### config.mk
export PLATFORM = sky130hd
export DESIGN_NAME = banco_registros
export DESIGN_NICKNAME = d
export VERILOG_FILES = /design/src/rtl/banco_registros.sv
export SDC_FILE = /design/constraint.sdc
export NUM_CORES = 2
export LEC_CHECK = 0
export CAP_MARGIN = 20
export CORE_AREA = 2 2 376 378
export CTS_CLUSTER_SIZE = 25
export DETAILED_ROUTE_END_ITERATION = 10
export DIE_AREA = 0 0 378 380
export DONT_BUFFER_PORTS = 1
export PLACE_DENSITY = 0.63
export SYNTH_ARGS = -nofsm -noshare
export SYNTH_HDL_FRONTEND = slang
export SYNTH_SLANG_ARGS = --single-unit
### constraint.sdc
create_clock -name Clk -period 4.23 [get_ports Clk]
set_input_delay 0.6345 -clock Clk [delete_from_list [all_inputs] [get_ports Clk]]
set_output_delay 0.6345 -clock Clk [all_outputs]
set_load 0.05 [all_outputs]
### src/rtl/banco_registros.sv
// 32-entry register file with two combinational read ports, write-through bypass,
// a saturating effective-write counter and the index of the last effective write.
module banco_registros #(
  parameter int ANCHO_DATOS = 32,
  parameter int ANCHO_CONT  = 16
) (
  input  logic                   Clk,
  input  logic                   Reset,
  input  logic                   RegWrite,
  input  logic [4:0]             DirEscritura,
  input  logic [ANCHO_DATOS-1:0] DatoEscritura,
  input  logic [4:0]             DirLectura1,
  input  logic [4:0]             DirLectura2,
  output logic [ANCHO_DATOS-1:0] DatoLectura1,
  output logic [ANCHO_DATOS-1:0] DatoLectura2,
  output logic [ANCHO_CONT-1:0]  NumEscrituras,
  output logic [4:0]             UltimaDir
);

  localparam logic [ANCHO_CONT-1:0] CONT_UNO = ANCHO_CONT'(1);

  logic [ANCHO_DATOS-1:0] regs [32];
  logic [ANCHO_CONT-1:0]  num_escrituras;
  logic [4:0]             ultima_dir;
  logic                   escritura_efectiva;

  // Reset wins over a simultaneous write, and index 0 is never a real destination.
  assign escritura_efectiva = RegWrite && !Reset && (DirEscritura != 5'd0);

  always_ff @(posedge Clk) begin
    if (Reset) begin
      for (int i = 0; i < 32; i++) begin
        regs[i] <= '0;
      end
      num_escrituras <= '0;
      ultima_dir     <= '0;
    end else if (escritura_efectiva) begin
      regs[DirEscritura] <= DatoEscritura;
      ultima_dir         <= DirEscritura;
      if (num_escrituras != '1) begin
        num_escrituras <= num_escrituras + CONT_UNO;
      end
    end
  end

  // Index 0 is forced to zero so it reads correctly even before the first reset.
  assign DatoLectura1 = (DirLectura1 == 5'd0) ? '0 :
                        (escritura_efectiva && (DirLectura1 == DirEscritura)) ? DatoEscritura :
                        regs[DirLectura1];
  assign DatoLectura2 = (DirLectura2 == 5'd0) ? '0 :
                        (escritura_efectiva && (DirLectura2 == DirEscritura)) ? DatoEscritura :
                        regs[DirLectura2];

  assign NumEscrituras = num_escrituras;
  assign UltimaDir     = ultima_dir;

endmodule

==> flow_summary.toml <==
[outcome]
status = "finished, violations left"
violations = "max-slew violations, negative setup slack"

[place]
gp_congestion = 0.882
io_buffers = 0
dp_hpwl_um = 118000
post_dp_cell_area_sq_mm = 0.0602

[logic_synthesis]
postSynthCellCount = 4031
synth_edf_count = 1024
synth_top_cells_by_count = "edfxtp_1, and2_1, mux4_2, clkbuf_1, mux2i_1"
syn_area_sq_mm = 0.0569
synth_top_cell_area_share_pct = 54.1
ys_warn_count = 0
ys_seq_area_share_pct = 54.8
yosys.area.top_type = "edfxtp_1"
synth_seq_cells = 1045
async_reset_ff_share_pct = 0
avgSynthCellArea_sq_um = 14.1
synthFlopType = "edfxtp_1"
ys_types = 63
synth.most_common_cell = "edfxtp_1"
yosys-top-cells-area = "edfxtp_1, mux4_2, and2_1"

[detailed_routing]
routed_wirelength_um = 211000
ant_nets = 0
drc = 0
first_iter_violations = 5799
vias = 38700
viasPerCell = 6.51
first_pass_iters = 6
wl_per_cell_um = 35.5

[global_route]
grt.overflow.total = 0
antenna_found_initial = 11
grt_pass1_vias = 37200
grt_pass1_wl_um = 291000
track_usage_pct = 28.9
grt_max_degree = 331

[power]
power.density_mw_per_mm2 = 392
ir_worst_vdd_uv = 331
p_leak_nw = 21.8
seqPwrFrac_pct = 49.1
intPower_mw = 18.5
switching_share_pct = 25.6
combPwrFrac_pct = 12.9
power_frac_clock_pct = 38.0
power_switching_mw = 6.39

[floorplan]
die_h_um = 380
coreArea_sq_mm = 0.139
chipWidth_um = 378
initial_core_util_pct = 40.9
io_pins = 135
num_rows = 137
fp.dieArea_sq_mm = 0.144

[cells_and_area]
nets = 4017
seq_area_sq_mm = 0.0312
fin_area_sq_mm = 0.0636
area_growth_pct = 11.9
multi_input_area_sq_mm = 0.0244
nFillCells = 12200
drive_above_1_share_pct = 22.6

[timing]
worst_slew_pin_slew_ns = 1.66
period_minus_slack_ns = 4.30
rsz0062_at_grt = "no"
fin_crit_sh_pct = 102
tns_ns = -0.129
setup_viol = 3
layout_setup_ws_ns = -0.0659
slew_headroom_pct = -10.6
hold_slack_ns = 0.0428
fin_skew_ns = 0.00394
fmax_mhz = 233
final_hold_viol_count = 0
slew_viol_final = 69

[cts]
cts_resized = 0
clk_path_buf_depth = 3
cts.sinks = 1045
cts-root-buf = "clkbuf_16"
worst_skew_pair.late_latency_ns = 0.72
cts_tree = "done"
clk_pin_slew_worst_paths_ns = 0.06
cts_buffers = 109
cts_htree_levels = 3

[worst_setup_path]
crit_path_top_delay_cell = "mux4_2"
path_max_fanout = 330
critPathTopFamily = "multiplexers"
end_kind = "primary output"
cp_slowest_stage_delay_ns = 0.99
crit_buf_inv = 1
crit_chain = "mux4_2 -> mux2i_1 -> a21oi_1 -> a221oi_1 -> nor2_1 -> buf_4"
crit_type = "primary input to primary output"
cp.arrival_ns = 3.66
worst_setup_path_start_kind = "primary input"
critical_path_required_ns = 3.60

[min_path]
hold_path_class = "primary input to register"

[job]
drv_cap = 0
state kept, by name, indices dropped and copies added (netlist names):
signal	count
regs	1024
UltimaDir	5
NumEscrituras	16
worst reg2reg max path, stage by stage (launching register included):
cell and delay (ns):
dfxtp_1 0.69, ha_1 0.27, nand2_1 0.12, nor3_1 0.73, nor4b_1 0.37, xnor2_1 0.16
nor2_1 0.05
repair_timing:
action	CTS	global route
endpoints found under the hold margin	20	0
hold buffers	3	0
buffers inserted	0	0
stage by stage:
| stage | util (%) | worst slack (ns) | std cells | power (mW) |
|---|---|---|---|---|
| after global placement | 43.3 | 0.372 | 5727 | 15.5 |
| after CTS | 45.7 | 0.489 | 5932 | 24.8 |
| after global routing | 45.7 | 0.267 | 5933 | 25.4 |
| after floorplan | - | -0.0902 | 4062 | 14.6 |
| final | 45.7 | -0.0659 | 5940 | 24.9 |
| after detailed placement | 43.3 | 0.494 | 5727 | 15.5 |
final timing paths:
| kind | from | endpoint | slack, ns | depth (start not counted) |
|---|---|---|---|---|
| worst max-delay path | DirLectura1[0] | DatoLectura1[17] | -0.07 | 6 |
| worst min-delay path | DirEscritura[0] | UltimaDir[0]$_SDFFE_PP0P_ | 0.04 | 2 |
| worst max register to register | NumEscrituras[0]$_SDFFE_PP0P_ | NumEscrituras[14]$_SDFFE_PP0P_ | 1.68 | 6 |
| worst min register to register | UltimaDir[2]$_SDFFE_PP0P_ | UltimaDir[2]$_SDFFE_PP0P_ | 0.70 | 2 |
cell usage in the layout, fill, tap and decap left out, types with 36 or more instances in the layout:
cell type     n
mux4_2      417
buf_12       53
nor2_1       95
o21ai_0      58
a221oi_1     72
nand2_1     127
clkbuf_16   111
clkinv_1     36
buf_4       154
a211oi_1     50
edfxtp_1   1024
a21oi_1      64
mux2i_1     262
and2_1     1000
final cells by class:
type	instances	area share (%)
clock buffer	128	4.47
timing repair buffer	216	3.63
antenna	7	0.0275
tap	1876	3.69
inverter	12	0.0727
clock inverter	74	0.847
multi-input combinational	2582	38.3
sequential	1045	49.0
power by group through the flow:
stage               Combinational [mW]  Sequential [mW]  Clock (mW)
global placement                  3.10             12.4           0
CTS                               3.13             12.2        9.47
finish                            3.21             12.2        9.48
floorplan                         2.28             12.3           0
global route                      3.25             12.3        9.85
detailed placement                3.10             12.4           0
cells by family (layout without fill, tap and decap cells):
| kind of cell | Yosys count | count (layout) | synth area share, % |
|---|---|---|---|
| flops | 1045 | 1045 | 54.8 |
| simple gates | 1396 | 1396 | 14.1 |
| fa+ha+maj | 1 | 1 | 0.0220 |
| xor+xnor | 22 | 22 | 0.339 |
| mux | 702 | 702 | 21.6 |
| buf+inv | 435 | 430 | 3.79 |
| compound gates | 429 | 429 | 5.33 |
| other cells | 1 | 39 | 0.00659 |
per-layer routing:
layer	track usage, %	vias to the layer above	part of all wire [%]
met5	0	-	0.014
met4	12.8	4	5.0
met3	8.67	565	13
met2	43.8	3013	45
met1	38.4	19900	37
li1	-	15200	-
(Power assumes the default switching activity.)
